==> src/rtl/prog_loader.sv <==
// Instruction-memory loader: unpacks a length-prefixed, XOR-checksummed byte stream
// into 16-bit words, writes them into imem in sequence, and holds the CPU until the image verifies.
module prog_loader #(
  parameter int unsigned ADDR_W      = 8,
  parameter int unsigned BASE_ADDR   = 0,
  parameter int unsigned TIMEOUT_CYC = 1000
) (
  input  logic              clk,
  input  logic              rst,
  input  logic              start,
  input  logic              byte_valid,
  input  logic [7:0]        byte_data,
  output logic              byte_ready,
  output logic              mem_we,
  output logic [ADDR_W-1:0] mem_addr,
  output logic [15:0]       mem_wdata,
  output logic              cpu_hold,
  output logic              done,
  output logic              error
);

  localparam int unsigned       TMO_W     = $clog2(TIMEOUT_CYC + 1);
  localparam logic [ADDR_W-1:0] BASE      = ADDR_W'(BASE_ADDR);
  localparam logic [TMO_W-1:0]  TMO_LAST  = TMO_W'(TIMEOUT_CYC - 1);
  localparam logic [31:0]       MAX_WORDS = 32'd1 << ADDR_W;

  localparam logic [3:0] S_IDLE    = 4'd0;
  localparam logic [3:0] S_LEN_HI  = 4'd1;
  localparam logic [3:0] S_LEN_LO  = 4'd2;
  localparam logic [3:0] S_DATA_HI = 4'd3;
  localparam logic [3:0] S_DATA_LO = 4'd4;
  localparam logic [3:0] S_WRITE   = 4'd5;
  localparam logic [3:0] S_CSUM    = 4'd6;
  localparam logic [3:0] S_DONE    = 4'd7;
  localparam logic [3:0] S_ERR     = 4'd8;

  logic [3:0]        state, state_nxt;
  logic [7:0]        len_msb, len_msb_nxt;
  logic [15:0]       words_left, words_left_nxt;
  logic [7:0]        hi_byte, hi_byte_nxt;
  logic [7:0]        csum, csum_nxt;
  logic [TMO_W-1:0]  tmo_cnt, tmo_cnt_nxt;
  logic [ADDR_W-1:0] mem_addr_nxt;
  logic [15:0]       mem_wdata_nxt;
  logic              mem_we_nxt;
  logic              accept;
  logic              counting;
  logic [15:0]       len_word;

  // byte_ready is a registered decode of the state, so it is a valid handshake qualifier
  assign accept   = byte_valid && byte_ready;
  assign counting = (state == S_LEN_LO) || (state == S_DATA_HI) ||
                    (state == S_DATA_LO) || (state == S_CSUM);
  assign len_word = {len_msb, byte_data};

  always_comb begin
    state_nxt      = state;
    len_msb_nxt    = len_msb;
    words_left_nxt = words_left;
    hi_byte_nxt    = hi_byte;
    csum_nxt       = csum;
    tmo_cnt_nxt    = tmo_cnt;
    mem_addr_nxt   = mem_addr;
    mem_wdata_nxt  = mem_wdata;
    mem_we_nxt     = 1'b0;

    if (counting) tmo_cnt_nxt = accept ? '0 : tmo_cnt + TMO_W'(1);

    case (state)
      S_IDLE, S_DONE, S_ERR: begin
        if (start) begin
          state_nxt    = S_LEN_HI;
          csum_nxt     = '0;
          tmo_cnt_nxt  = '0;
          mem_addr_nxt = BASE;
        end
      end
      S_LEN_HI: begin
        if (accept) begin
          len_msb_nxt = byte_data;
          state_nxt   = S_LEN_LO;
        end
      end
      S_LEN_LO: begin
        if (accept) begin
          words_left_nxt = len_word;
          if (len_word == 16'd0)                state_nxt = S_CSUM;
          else if (32'(len_word) > MAX_WORDS)   state_nxt = S_ERR;
          else                                  state_nxt = S_DATA_HI;
        end
      end
      S_DATA_HI: begin
        if (accept) begin
          hi_byte_nxt = byte_data;
          csum_nxt    = csum ^ byte_data;
          state_nxt   = S_DATA_LO;
        end
      end
      S_DATA_LO: begin
        if (accept) begin
          mem_wdata_nxt = {hi_byte, byte_data};
          csum_nxt      = csum ^ byte_data;
          mem_we_nxt    = 1'b1;
          state_nxt     = S_WRITE;
        end
      end
      S_WRITE: begin
        mem_addr_nxt   = mem_addr + ADDR_W'(1);
        words_left_nxt = words_left - 16'd1;
        state_nxt      = (words_left == 16'd1) ? S_CSUM : S_DATA_HI;
      end
      S_CSUM: begin
        if (accept) state_nxt = (byte_data == csum) ? S_DONE : S_ERR;
      end
      default: state_nxt = S_IDLE;
    endcase

    // A stalled source inside a load aborts it; LEN_HI may wait indefinitely
    if (counting && !accept && (tmo_cnt == TMO_LAST)) state_nxt = S_ERR;
  end

  always_ff @(posedge clk or posedge rst) begin
    if (rst) begin
      state      <= S_IDLE;
      len_msb    <= '0;
      words_left <= '0;
      hi_byte    <= '0;
      csum       <= '0;
      tmo_cnt    <= '0;
      byte_ready <= 1'b0;
      mem_we     <= 1'b0;
      mem_addr   <= BASE;
      mem_wdata  <= '0;
      cpu_hold   <= 1'b1;
      done       <= 1'b0;
      error      <= 1'b0;
    end else begin
      state      <= state_nxt;
      len_msb    <= len_msb_nxt;
      words_left <= words_left_nxt;
      hi_byte    <= hi_byte_nxt;
      csum       <= csum_nxt;
      tmo_cnt    <= tmo_cnt_nxt;
      byte_ready <= (state_nxt == S_LEN_HI) || (state_nxt == S_LEN_LO) ||
                    (state_nxt == S_DATA_HI) || (state_nxt == S_DATA_LO) ||
                    (state_nxt == S_CSUM);
      mem_we     <= mem_we_nxt;
      mem_addr   <= mem_addr_nxt;
      mem_wdata  <= mem_wdata_nxt;
      cpu_hold   <= (state_nxt != S_DONE);
      done       <= (state_nxt == S_DONE);
      error      <= (state_nxt == S_ERR);
    end
  end

endmodule
==> config.mk <==
export PLATFORM = sky130hd
export DESIGN_NAME = prog_loader
export DESIGN_NICKNAME = d
export VERILOG_FILES = /design/src/rtl/prog_loader.sv
export SDC_FILE = /design/constraint.sdc
export NUM_CORES = 1
export LEC_CHECK = 0
export BUFFER_PORTS_ARGS = -buffer_cell sky130_fd_sc_hd__buf_2
export CORE_AREA = 2 2 117 119
export CTS_BUF_LIST = sky130_fd_sc_hd__clkbuf_4
export DETAILED_ROUTE_END_ITERATION = 6
export DIE_AREA = 0 0 119 121
export PLACE_DENSITY = 0.49
export SYNTH_ARGS = -nofsm -noshare
export SYNTH_HDL_FRONTEND = slang
export SYNTH_SLANG_ARGS = --single-unit
export TNS_END_PERCENT = 30
==> constraint.sdc <==
create_clock -name clk -period 3.3 [get_ports clk]
set_clock_uncertainty 0.15 [all_clocks]
set_input_delay 0.495 -clock clk [delete_from_list [all_inputs] [get_ports clk]]
set_output_delay 0.495 -clock clk [all_outputs]
set_load 0.005 [all_outputs]
# Word-level counts from Yosys, hierarchy flattened
# Cells that the tools add are included.
# W data, S select, Z words.
dict set report classes {
  n_reduce_logical 24
  order_cmp 1
  mux 24
  eq_ne 22
  mul 0
  shifts 0
  add_sub_neg 3
  bitwise_logic 1
  n_div 0
}
# op n
set op_table {}
lappend op_table {{$mux W10} 4}
lappend op_table {{$mux W4} 10}
lappend op_table {{$pmux W16 S2} 1}
lappend op_table {{$pmux W8 S2} 2}
lappend op_table {{$eq A4 B3 Y1 const B} 7}
lappend op_table {{$pmux W4 S7} 1}
lappend op_table {{$eq A16 B1 Y1 const B} 1}
lappend op_table {{$eq A4 B2 Y1 const B} 4}
lappend op_table {{$gt A16 B9 Y1 const B} 1}
lappend op_table {{$logic_not A16 Y1} 1}
lappend op_table {{$mux W16} 1}
lappend op_table {{$mux W8} 2}
lappend op_table {{$sub A16 B1 Y16 const B} 1}
lappend op_table {{$add A10 B1 Y10 const B} 1}
lappend op_table {{$eq A10 B10 Y1 const B} 1}
lappend op_table {{$reduce_and A2 Y1} 5}
lappend op_table {{$add A8 B1 Y8 const B} 1}
lappend op_table {{$eq A4 B1 Y1 const B} 2}
lappend op_table {{$eq A4 B4 Y1 const B} 2}
lappend op_table {{$eq A8 B8 Y1} 1}
lappend op_table {{$xor A8 B8 Y8} 1}
lappend op_table {{$logic_or A1 B1 Y1} 7}
lappend op_table {{$reduce_bool A2 Y1} 3}
lappend op_table {{$logic_not A4 Y1} 1}
lappend op_table {{other kinds (10)} 14}
dict set report word_totals {
  inputBits 12
  rom_bits 0
  output_inout_bits 29
  ram_bits 0
  regBits 83
  word_cells 88
  latch_bits 0
  memories 0
}

# Logic depth before layout (Yosys ltp)
# Gate-level depths: netlist of the first run.
dict set report depth {
  word_depth 12
  depth_mapped 8
  ltp_nobuf 8
}

# Worst setup path after synthesis of the first run
# OpenSTA, ideal clock, no wires.
dict set report synth_timing {
  path_kind {input to register}
  startpoint {in byte_data[2]}
  endpoint {reg byte_ready}
  stages 7
  setup_time_ps 96
  t_required_ps 3054
  n_path_buf 1
  t_arrival_ps 1924
  setup_slack_ps 1130
  cell_sequence {buf_2 or4_4 nor3_1 nand4b_1 and4bb_1 nor2_1 nor4_2}
}
dict set report synth_between {
  elab_chain_cells 11
  elab_cells_between_ends 19
  classes_between {order compare: 1; eq/ne: 6; mux: 7; reduce/logical: 5}
}
# element line_no
set synth_lines {}
lappend synth_lines {{start, declared} 12} ;# input logic [7:0] byte_data,
lappend synth_lines {{$gt A16 B9 Y1} 88} ;# else if (32'(len_word) > MAX_WORDS) state_nxt = S_ERR;
lappend synth_lines {{$mux W4} 88}
lappend synth_lines {{$mux W4} 87} ;# if (len_word == 16'd0) state_nxt = S_CSUM;
lappend synth_lines {{$mux W4} 85} ;# if (accept) begin
lappend synth_lines {{$pmux W4 S7 *} 69} ;# case (state)
lappend synth_lines {{$mux W4 *} 119} ;# if (counting && !accept && (tmo_cnt == TMO_LAST)) state_nxt = S_ERR;
lappend synth_lines {{$eq A4 B1 Y1 / $eq A4 B2 Y1 (equally long branches)} 144} ;# byte_ready <= (state_nxt == S_LEN_HI) || (state_nxt == S_LEN_LO) ||
lappend synth_lines {{$logic_or A1 B1 Y1 (2 in series)} 144}
lappend synth_lines {{$logic_or A1 B1 Y1} 145} ;# (state_nxt == S_DATA_HI) || (state_nxt == S_DATA_LO) ||
lappend synth_lines {{$logic_or A1 B1 Y1 *} 145}
lappend synth_lines {{end signal, assigned} 144}
lappend synth_lines {{end, declared} 13} ;# output logic byte_ready,
# Every way passes the cells marked *; elsewhere a longest branch is shown, timed or not.
# A chain may end at the register's enable or synchronous reset.

# Worst setup path in the final report of the first run
dict set report layout_timing {
  startpoint {reg state[2]}
  endpoint {reg done}
}
dict set report layout_between {
  elab_chain_cells 8
  elab_cells_between_ends 24
  classes_between {eq/ne: 9; mux: 8; reduce/logical: 7}
}
# element line_no
set layout_lines {}
lappend layout_lines {{start, declared} 37} ;# logic [3:0] state, state_nxt;
lappend layout_lines {{start signal, assigned} 138} ;# state <= state_nxt;
lappend layout_lines {{parallel branches: the longest is 6 deep, another holds $pmux W4 S7} n/a}
lappend layout_lines {{$mux W4 *} 119}
lappend layout_lines {{via state_nxt[1]} 37}
lappend layout_lines {{$eq A4 B3 Y1 *} 151} ;# done <= (state_nxt == S_DONE);
lappend layout_lines {{end signal, assigned} 151}
lappend layout_lines {{end, declared} 18} ;# output logic done,
# Mark *: on every way through the listed nets, which the timed path passes.

==> metrics.txt, run 1 <==
# TYPE chip_impl_metric gauge
chip_impl_metric{name="synth.yosys.seq_area_share",unit="%"} 47.8
chip_impl_metric{name="finalWorstPathRequiredPeriod",unit="ns"} 2.48
chip_impl_metric{name="synth-edff-count",unit=""} 0
chip_impl_metric{name="clkLatencyLatePin",unit="ns"} 0.50
chip_impl_metric{name="count_of_different_cell_masters_after_synthesis",unit=""} 63
chip_impl_metric{name="detail_route.wirelength",unit="mm"} 10.2
chip_impl_metric{name="synth_simple_gate_area_share",unit="%"} 24.8
chip_impl_info{name="hold_path_class",value="in2reg"} 1
chip_impl_metric{name="power_frac_comb",unit="%"} 33.8
chip_impl_metric{name="cts_htree_levels",unit=""} 3
chip_impl_metric{name="multi_input_area",unit="sq mm"} 0.00212
chip_impl_metric{name="critPathMaxFanout",unit=""} 19
chip_impl_info{name="critical_path_class",value="reg2reg"} 1
chip_impl_metric{name="dp.final_hpwl",unit="mm"} 7.03
chip_impl_metric{name="timing_worst_slew_pin_value",unit="ns"} 0.686
chip_impl_metric{name="synth_xor_xnor_area_share",unit="%"} 2.62
chip_impl_metric{name="crit_arrival",unit="ns"} 2.72
chip_impl_metric{name="path_buf_inv",unit=""} 0
chip_impl_metric{name="timing.final.crit_share",unit="%"} 75.0
chip_impl_metric{name="globalplace.congestion",unit=""} 0.827
chip_impl_metric{name="initial_utilization",unit="%"} 33.2
chip_impl_metric{name="globalRouteOverflowTotal",unit=""} 0
chip_impl_metric{name="seqCellArea",unit="sq mm"} 0.00208
chip_impl_metric{name="postSynthNetCount",unit=""} 459
chip_impl_metric{name="postCtsSetupRepairBufs",unit=""} 0
chip_impl_metric{name="finalHoldWorstSlack",unit="ns"} 0.169
chip_impl_metric{name="avgRoutedWirePerCell",unit="um"} 15.5
chip_impl_metric{name="dr.pass1.iters",unit=""} 4
chip_impl_metric{name="post_drt_via_cell_ratio",unit=""} 5.16
chip_impl_metric{name="achievable-frequency",unit="GHz"} 0.404
chip_impl_metric{name="starting_drt_drc_count",unit=""} 244
chip_impl_metric{name="die_height",unit="um"} 121
chip_impl_metric{name="antenna_left",unit=""} 0
chip_impl_info{name="slowest_library_cell_on_the_worst_path",value="dfrtp_1"} 1
chip_impl_metric{name="synthAdderAreaFrac",unit="%"} 1.15
chip_impl_info{name="tritoncts",value="built"} 1
chip_impl_metric{name="leakagePower",unit="nW"} 2.20
chip_impl_metric{name="share_seq_of_total_power",unit="%"} 48.3
chip_impl_metric{name="p_per_area",unit="mW/mm^2"} 726
chip_impl_info{name="synth_top_family_by_area",value="simple AND/OR/NAND/NOR gates"} 1
chip_impl_metric{name="grt_pass1_vias",unit=""} 3376
chip_impl_metric{name="grt_first_pass_wirelength",unit="mm"} 17.6
chip_impl_metric{name="nNetsFinal",unit=""} 493
chip_impl_metric{name="cts_buffers",unit=""} 9
chip_impl_metric{name="io_buffer_count",unit=""} 40
chip_impl_metric{name="p_int",unit="mW"} 2.14
chip_impl_metric{name="p_sw_share",unit="%"} 39.4
chip_impl_metric{name="syn-instance-count",unit=""} 443
chip_impl_metric{name="critPathMaxStageDelay",unit="ns"} 0.75
chip_impl_metric{name="cp.required",unit="ns"} 3.55
chip_impl_metric{name="dieWidth",unit="um"} 119
chip_impl_metric{name="final_hold_viol_count",unit=""} 0
chip_impl_metric{name="timing_max_transition_violations_final",unit=""} 0
chip_impl_metric{name="count_of_warnings_emitted_by_yosys",unit=""} 0
chip_impl_metric{name="grt_antenna_before_repair",unit=""} 1
chip_impl_info{name="unrepaired_setup_endpoints_after_global_routing",value="false"} 1
chip_impl_metric{name="postSynthAreaPerCell",unit="sq um"} 9.81
chip_impl_metric{name="synth_mux_area_share",unit="%"} 7.63
chip_impl_metric{name="postSynthRegisterBits",unit=""} 83
chip_impl_metric{name="num_rows",unit=""} 42
chip_impl_metric{name="grt_usage",unit="%"} 15.6
chip_impl_info{name="path_delay_family",value="compound AO/OA/AOI/OAI gates"} 1
chip_impl_info{name="cp_cell_sequence",value="nand2b_1 -> a21oi_2 -> nand4b_1 -> o21ai_0 -> o21ba_2 -> and2_1"} 1
chip_impl_metric{name="worst_ir_drop_vdd",unit="V"} 0.000327
chip_impl_metric{name="design.core.area",unit="sq mm"} 0.0131
chip_impl_metric{name="cts.sink_count",unit=""} 83
chip_impl_metric{name="path_clk_slew",unit="ns"} 0.15
chip_impl_metric{name="fillCellCount",unit=""} 1342
chip_impl_info{name="critPathLaunchType",value="flop"} 1
chip_impl_info{name="cts_root_cell",value="clkbuf_4"} 1
chip_impl_metric{name="timing.slew.headroom",unit="%"} 54.2
chip_impl_metric{name="largest_net_degree_at_the_start_of_global_routing",unit=""} 49
chip_impl_metric{name="vias",unit=""} 3412
chip_impl_metric{name="synth_async_sr_flop_share",unit="%"} 100
chip_impl_metric{name="max-clock-path-buffers",unit=""} 2
chip_impl_metric{name="timing.final.setup_violations",unit=""} 0
chip_impl_info{name="outcome",value="complete, no violations"} 1
chip_impl_metric{name="power_switching",unit="mW"} 1.39
chip_impl_metric{name="layout_stage_area_growth_over_the_synthesis_result",unit="%"} 11.9
chip_impl_metric{name="area_of_the_die",unit="sq mm"} 0.0144
chip_impl_metric{name="setup_tns",unit="ns"} 0
chip_impl_info{name="worst_setup_path_end_kind",value="flop"} 1
chip_impl_metric{name="synth_compound_gate_area_share",unit="%"} 12.5
chip_impl_metric{name="post-route-drc-count",unit=""} 0
chip_impl_metric{name="drv_cap",unit=""} 0
chip_impl_metric{name="boundaryPins",unit=""} 41
chip_impl_metric{name="layout-drive-gt1-share",unit="%"} 23.2
chip_impl_metric{name="clock_power_share",unit="%"} 17.9
chip_impl_info{name="synth-main-ff-cell",value="dfrtp_1"} 1
chip_impl_metric{name="post_synth_instance_area",unit="sq mm"} 0.00435
==> power groups by stage <==
stage               Combinational, mW  Sequential, mW  Clock [mW]
global route                     1.35            1.77       0.709
CTS                              1.21            1.70       0.662
global placement                 1.18            1.72           0
floorplan                       0.948            1.61           0
detailed placement               1.20            1.72           0
finish                           1.19            1.71       0.632
==> cell type report <==
type                       instances  area share (%)
clock inverter                     7            1.54
timing repair buffer              47            5.51
multi-input combinational        329            43.6
clock buffer                       9            1.39
tap                              176            4.53
antenna                            3           0.154
inverter                           7           0.566
sequential                        83            42.8
==> cell usage in the layout, fill, tap and decap left out, drive strengths merged, types with 3 or more instances in the layout <==
cell type   n
inv         7
nand3      21
or4         5
nand4       6
nand4b      5
nand2b      4
clkinv      6
and2        8
nor3b       3
nor2       36
buf        46
mux2       25
diode       3
mux2i       5
nor4        7
ha          4
or3         3
xor2       11
and3        7
nor3       11
nand2      67
o21ai      25
clkbuf      9
a31oi       3
a211oi      3
nor2b       3
dfrtp      82
a21oi      37
==> worst paths after layout <==
| check | start | to | slack (ns) | cells past startpoint |
|---|---|---|---|---|
| min in group asynchronous | rst | tmo_cnt[4] | 0.46 | 3 |
| max reg2reg | state[2] | done | 0.82 | 6 |
| min reg2reg | hi_byte[5] | mem_wdata[13] | 0.33 | 2 |
| max in group asynchronous | rst | words_left[2] | 1.88 | 4 |
| min | byte_data[6] | csum[6] | 0.17 | 3 |
| max | state[2] | done | 0.82 | 6 |
==> repair_timing <==
item / CTS / global route
gates resized for setup: 0 / 0
endpoints found under the hold margin: 34 / 0
hold buffers: 1 / 0
==> through the flow <==
| stage | util [%] | setup slack [ns] | area, sq um | total power [mW] | std cells |
|---|---|---|---|---|---|
| 6_report | 37.1 | 0.824 | 4860 | 3.53 | 661 |
| 5_1_grt | 37.1 | 0.614 | 4860 | 3.83 | 661 |
| 4_1_cts | 37.1 | 0.856 | 4850 | 3.57 | 658 |
| 3_5_place_dp | 35.9 | 0.793 | 4700 | 2.92 | 641 |
| 3_3_place_gp | 35.9 | 0.827 | 4700 | 2.91 | 641 |
| 2_1_floorplan | - | 0.520 | 4350 | 2.56 | 443 |
==> registers in the layout, indices dropped and copies added, names as in the netlist <==
name	flops
mem_we	1
tmo_cnt	10
cpu_hold	1
mem_wdata	16
byte_ready	1
csum	8
words_left	16
error	1
hi_byte	8
mem_addr	8
state	4
done	1
len_msb	8
==> cells by family (layout without fill, tap and decap cells) <==
group | count (synthesis) | in the layout
adders and majority gates | 4 | 4
AOI/OAI and AO/OA | 87 | 87
other | 0 | 3
xor gates and xnor gates | 13 | 13
buffers and inverters | 31 | 70
DFF | 83 | 83
muxes | 30 | 30
and+or+nand+nor | 195 | 195
==> cells in the mapped netlist, types with 3 or more instances <==
cell       n  area [sq um]
a211oi_1   3          22.5
a21oi_1   34           170
a21oi_2    3          26.3
and2_1     7          43.8
and3_1     6          37.5
buf_2      9          45.0
buf_6      3          33.8
clkbuf_1  12          45.0
dfrtp_1   82          2050
ha_1       4          50.1
inv_1      6          22.5
mux2_2    25           282
mux2i_1    5          50.1
nand2_1   67           251
nand2b_1   4          25.0
nand3_1   18          90.1
nand3_2    3          30.0
nand4_1    6          37.5
nand4b_1   5          43.8
nor2_1    36           135
nor2b_1    3          18.8
nor3_1     9          45.0
nor3b_1    3          22.5
nor4_1     3          18.8
o21ai_0   24           120
or4_4      3          33.8
xor2_1    11          96.3
==> metal layers <==
layer	GRT usage, %	up-vias	wire [um]
li1	-	1653	-
met3	4.84	14	502
met4	4.69	0	134
met1	21.2	1675	4990
met5	0	-	0
met2	23.9	70	4610
==> worst min-delay path, stage by stage <==
cell and delay [ns]:
buf_2 0.17, nand2_1 0.08, mux2i_1 0.06
Power figures use the tool's default switching activity.
==> run 2: changes to the inputs <==
--- a/config.mk
+++ b/config.mk
@@ -10,7 +10,7 @@
 export CTS_BUF_LIST = sky130_fd_sc_hd__clkbuf_4
 export DETAILED_ROUTE_END_ITERATION = 6
 export DIE_AREA = 0 0 119 121
-export PLACE_DENSITY = 0.49
+export PLACE_DENSITY = 0.5
 export SYNTH_ARGS = -nofsm -noshare
 export SYNTH_HDL_FRONTEND = slang
 export SYNTH_SLANG_ARGS = --single-unit
==> constraint.sdc (replaced) <==
create_clock -name clk -period 2.15 [get_ports clk]
set_clock_uncertainty 0.15 [all_clocks]
set_input_delay 0.3225 -clock clk [delete_from_list [all_inputs] [get_ports clk]]
set_output_delay 0.3225 -clock clk [all_outputs]
set_load 0.005 [all_outputs]
==> run 2 against run 1 <==
The run now ends with negative setup slack left; wire length rose by 7.1%; clock power is 51% higher; critical path depth is the same; design area is 7.0% higher; combinational power rose by 94%; highest routed layer unchanged.
==> metrics.txt, run 2 (same netlist as run 1, synthesis figures left out) <==
# TYPE chip_impl_metric gauge
chip_impl_metric{name="place_ws",unit="ns"} -0.0241
chip_impl_metric{name="layout-drive-gt1-share",unit="%"} 30.2
chip_impl_metric{name="avgRoutedWirePerCell",unit="um"} 15.7
chip_impl_metric{name="hold_path_depth",unit=""} 4
chip_impl_info{name="worst_setup_path_end_kind",value="flop"} 1
chip_impl_metric{name="power_frac_comb",unit="%"} 39.8
chip_impl_info{name="mostFrequentLayoutCells",value="82 x dfrtp_1, 67 x nand2_1, 45 x buf_4"} 1
chip_impl_info{name="violations",value="negative setup slack"} 1
chip_impl_metric{name="grt_pass1_vias",unit=""} 3507
chip_impl_metric{name="clock_power_share",unit="%"} 16.5
chip_impl_info{name="critPathLaunchType",value="flop"} 1
chip_impl_metric{name="drv_cap",unit=""} 0
chip_impl_metric{name="achievable-frequency",unit="GHz"} 0.457
chip_impl_metric{name="grt_first_pass_wirelength",unit="mm"} 18.6
chip_impl_info{name="critical_path_class",value="reg2reg"} 1
chip_impl_info{name="tritoncts",value="built"} 1
chip_impl_metric{name="globalRouteOverflowTotal",unit=""} 0
chip_impl_info{name="reg2reg_to",value="byte_ready"} 1
chip_impl_info{name="critical_path.reg2reg.startpoint",value="len_msb[2]"} 1
chip_impl_metric{name="grt_antenna_before_repair",unit=""} 0
chip_impl_metric{name="p_sw_share",unit="%"} 38.3
chip_impl_info{name="hold_path_end",value="words_left[6]"} 1
chip_impl_metric{name="path_clk_slew",unit="ns"} 0.15
chip_impl_metric{name="timing_max_transition_violations_final",unit=""} 0
chip_impl_metric{name="layout_stage_area_growth_over_the_synthesis_result",unit="%"} 19.7
chip_impl_metric{name="design.core.area",unit="sq mm"} 0.0131
chip_impl_metric{name="worstRegToRegCells",unit=""} 6
chip_impl_info{name="cts_root_cell",value="clkbuf_4"} 1
chip_impl_metric{name="clkLatencyLatePin",unit="ns"} 0.47
chip_impl_metric{name="cp.required",unit="ns"} 2.38
chip_impl_metric{name="share_seq_of_total_power",unit="%"} 43.7
chip_impl_metric{name="nNetsFinal",unit=""} 535
chip_impl_metric{name="grtUsageMet2",unit="%"} 25.8
chip_impl_metric{name="timing.final.crit_share",unit="%"} 102
chip_impl_metric{name="r2r_setup_slack",unit="ns"} -0.04
chip_impl_metric{name="antenna_left",unit=""} 0
chip_impl_metric{name="p_int",unit="mW"} 3.57
chip_impl_metric{name="area_of_the_die",unit="sq mm"} 0.0144
chip_impl_metric{name="p_per_area",unit="mW/mm^2"} 1110
chip_impl_metric{name="timing.final.ws_setup",unit="ns"} -0.0364
chip_impl_metric{name="vias",unit=""} 3496
chip_impl_metric{name="num_rows",unit=""} 42
chip_impl_metric{name="power_switching",unit="mW"} 2.22
chip_impl_metric{name="critPathMaxFanout",unit=""} 4
chip_impl_metric{name="max-clock-path-buffers",unit=""} 2
chip_impl_metric{name="dr.pass1.iters",unit=""} 4
chip_impl_metric{name="finalHoldWorstSlack",unit="ns"} 0.105
chip_impl_metric{name="timing.final.setup_violations",unit=""} 2
chip_impl_metric{name="starting_drt_drc_count",unit=""} 203
chip_impl_info{name="unrepaired_setup_endpoints_after_global_routing",value="true"} 1
chip_impl_metric{name="dp.final_hpwl",unit="mm"} 7.91
chip_impl_metric{name="finalWorstPathRequiredPeriod",unit="ns"} 2.19
chip_impl_metric{name="dieWidth",unit="um"} 119
chip_impl_info{name="hold_path_class",value="in2reg"} 1
chip_impl_metric{name="cts_buffers",unit=""} 9
chip_impl_metric{name="boundaryPins",unit=""} 41
chip_impl_metric{name="die_height",unit="um"} 121
chip_impl_metric{name="globalplace.congestion",unit=""} 0.802
chip_impl_metric{name="largest_net_degree_at_the_start_of_global_routing",unit=""} 54
chip_impl_info{name="hp-start",value="byte_data[6]"} 1
chip_impl_metric{name="timing_worst_slew_pin_value",unit="ns"} 0.450
chip_impl_metric{name="io_buffer_count",unit=""} 40
chip_impl_metric{name="post-route-drc-count",unit=""} 0
chip_impl_info{name="biggestRegsByFlops",value="mem_wdata (16), words_left (16), tmo_cnt (10)"} 1
chip_impl_metric{name="cts_htree_levels",unit=""} 3
chip_impl_metric{name="timing.slew.headroom",unit="%"} 69.7
chip_impl_metric{name="detail_route.wirelength",unit="mm"} 11.0
chip_impl_metric{name="final_core_util",unit="%"} 39.7
chip_impl_metric{name="worst_ir_drop_vdd",unit="V"} 0.000461
chip_impl_metric{name="antenna_cells",unit=""} 0
chip_impl_metric{name="leakagePower",unit="nW"} 2.40
chip_impl_metric{name="initial_utilization",unit="%"} 33.2
chip_impl_info{name="mostFrequentLayoutCell",value="dfrtp_1"} 1
chip_impl_info{name="outcome",value="finished, violations left"} 1
chip_impl_metric{name="groute.layer.met1.usage",unit="%"} 22.4
chip_impl_metric{name="final_hold_viol_count",unit=""} 0
chip_impl_metric{name="post_drt_via_cell_ratio",unit=""} 4.99
chip_impl_metric{name="globalRouteMet3Util",unit="%"} 4.61
chip_impl_metric{name="grt_usage",unit="%"} 16.4
chip_impl_metric{name="crit_arrival",unit="ns"} 2.41
chip_impl_metric{name="cts.sink_count",unit=""} 83
chip_impl_info{name="grt_most_used_layer",value="met2"} 1
==> run 2: worst max-delay path by stage <==
stage                             start        endpoint  slack, ns  depth (start not counted)
final                        len_msb[2]      byte_ready      -0.04                          6
after detailed placement   byte_data[7]            done      -0.02                          7
after global routing         len_msb[2]      byte_ready      -0.15                          6
after floorplan           words_left[0]  words_left[10]      -0.02                          8
after CTS                    len_msb[2]      byte_ready      -0.03                          6
after global placement    words_left[0]  words_left[10]       0.01                          8
==> run 2: cell type report <==
class	instances	area, sq um
Inverter	7	30.0
Timing Repair Buffer	89	589
Fill cell	1374	7880
Clock inverter	7	73.8
Sequential cell	83	2080
Clock buffer	9	67.6
Tap cell	176	220
Multi-Input combinational cell	329	2140
==> run 2: stage by stage <==
step           total power [mW]  instances  cell area [sq um]  setup TNS [ns]
3_5_place_dp               4.80        680               5000         -0.0457
6_report                   5.79        700               5200         -0.0410
5_1_grt                    6.28        700               5200          -0.332
2_1_floorplan              3.93        443               4350         -0.0162
3_3_place_gp               4.76        680               5000               0
4_1_cts                    5.80        698               5160         -0.0304
==> run 2: worst max-delay path, stage by stage, from the launching register on <==
cell	delay (ns)
dfrtp_1	0.43
or4_1	0.54
nor4_4	0.26
nand4b_1	0.16
and4bb_1	0.25
and3b_1	0.19
nor4_2	0.12
==> run 2: timing repair <==
| action | CTS | global route |
|---|---|---|
| resized for setup | 2 | 7 |
| hold buffers | 2 | 0 |
| gates cloned | 0 | 0 |
| hold endpoints to repair | 84 | 0 |
| setup buffers | 0 | 2 |
| pin swaps | 0 | 2 |
| endpoints found under the setup margin | 4 | 7 |
==> run 2: power groups by stage <==
stage          sequential [mW]  combinational, mW  clock, mW
3_5_place_dp              2.55               2.25          0
2_1_floorplan             2.47               1.46          0
5_1_grt                   2.61               2.59       1.08
6_report                  2.53               2.31      0.953
4_1_cts                   2.53               2.27       1.00
3_3_place_gp              2.55               2.21          0
==> run 2: layer usage <==
metal,share of wire [%],wire (um),vias up
met5,0,0,-
met4,0.86,94,0
met3,4.5,498,5
li1,-,-,1736
met2,46,5000,65
met1,49,5370,1690
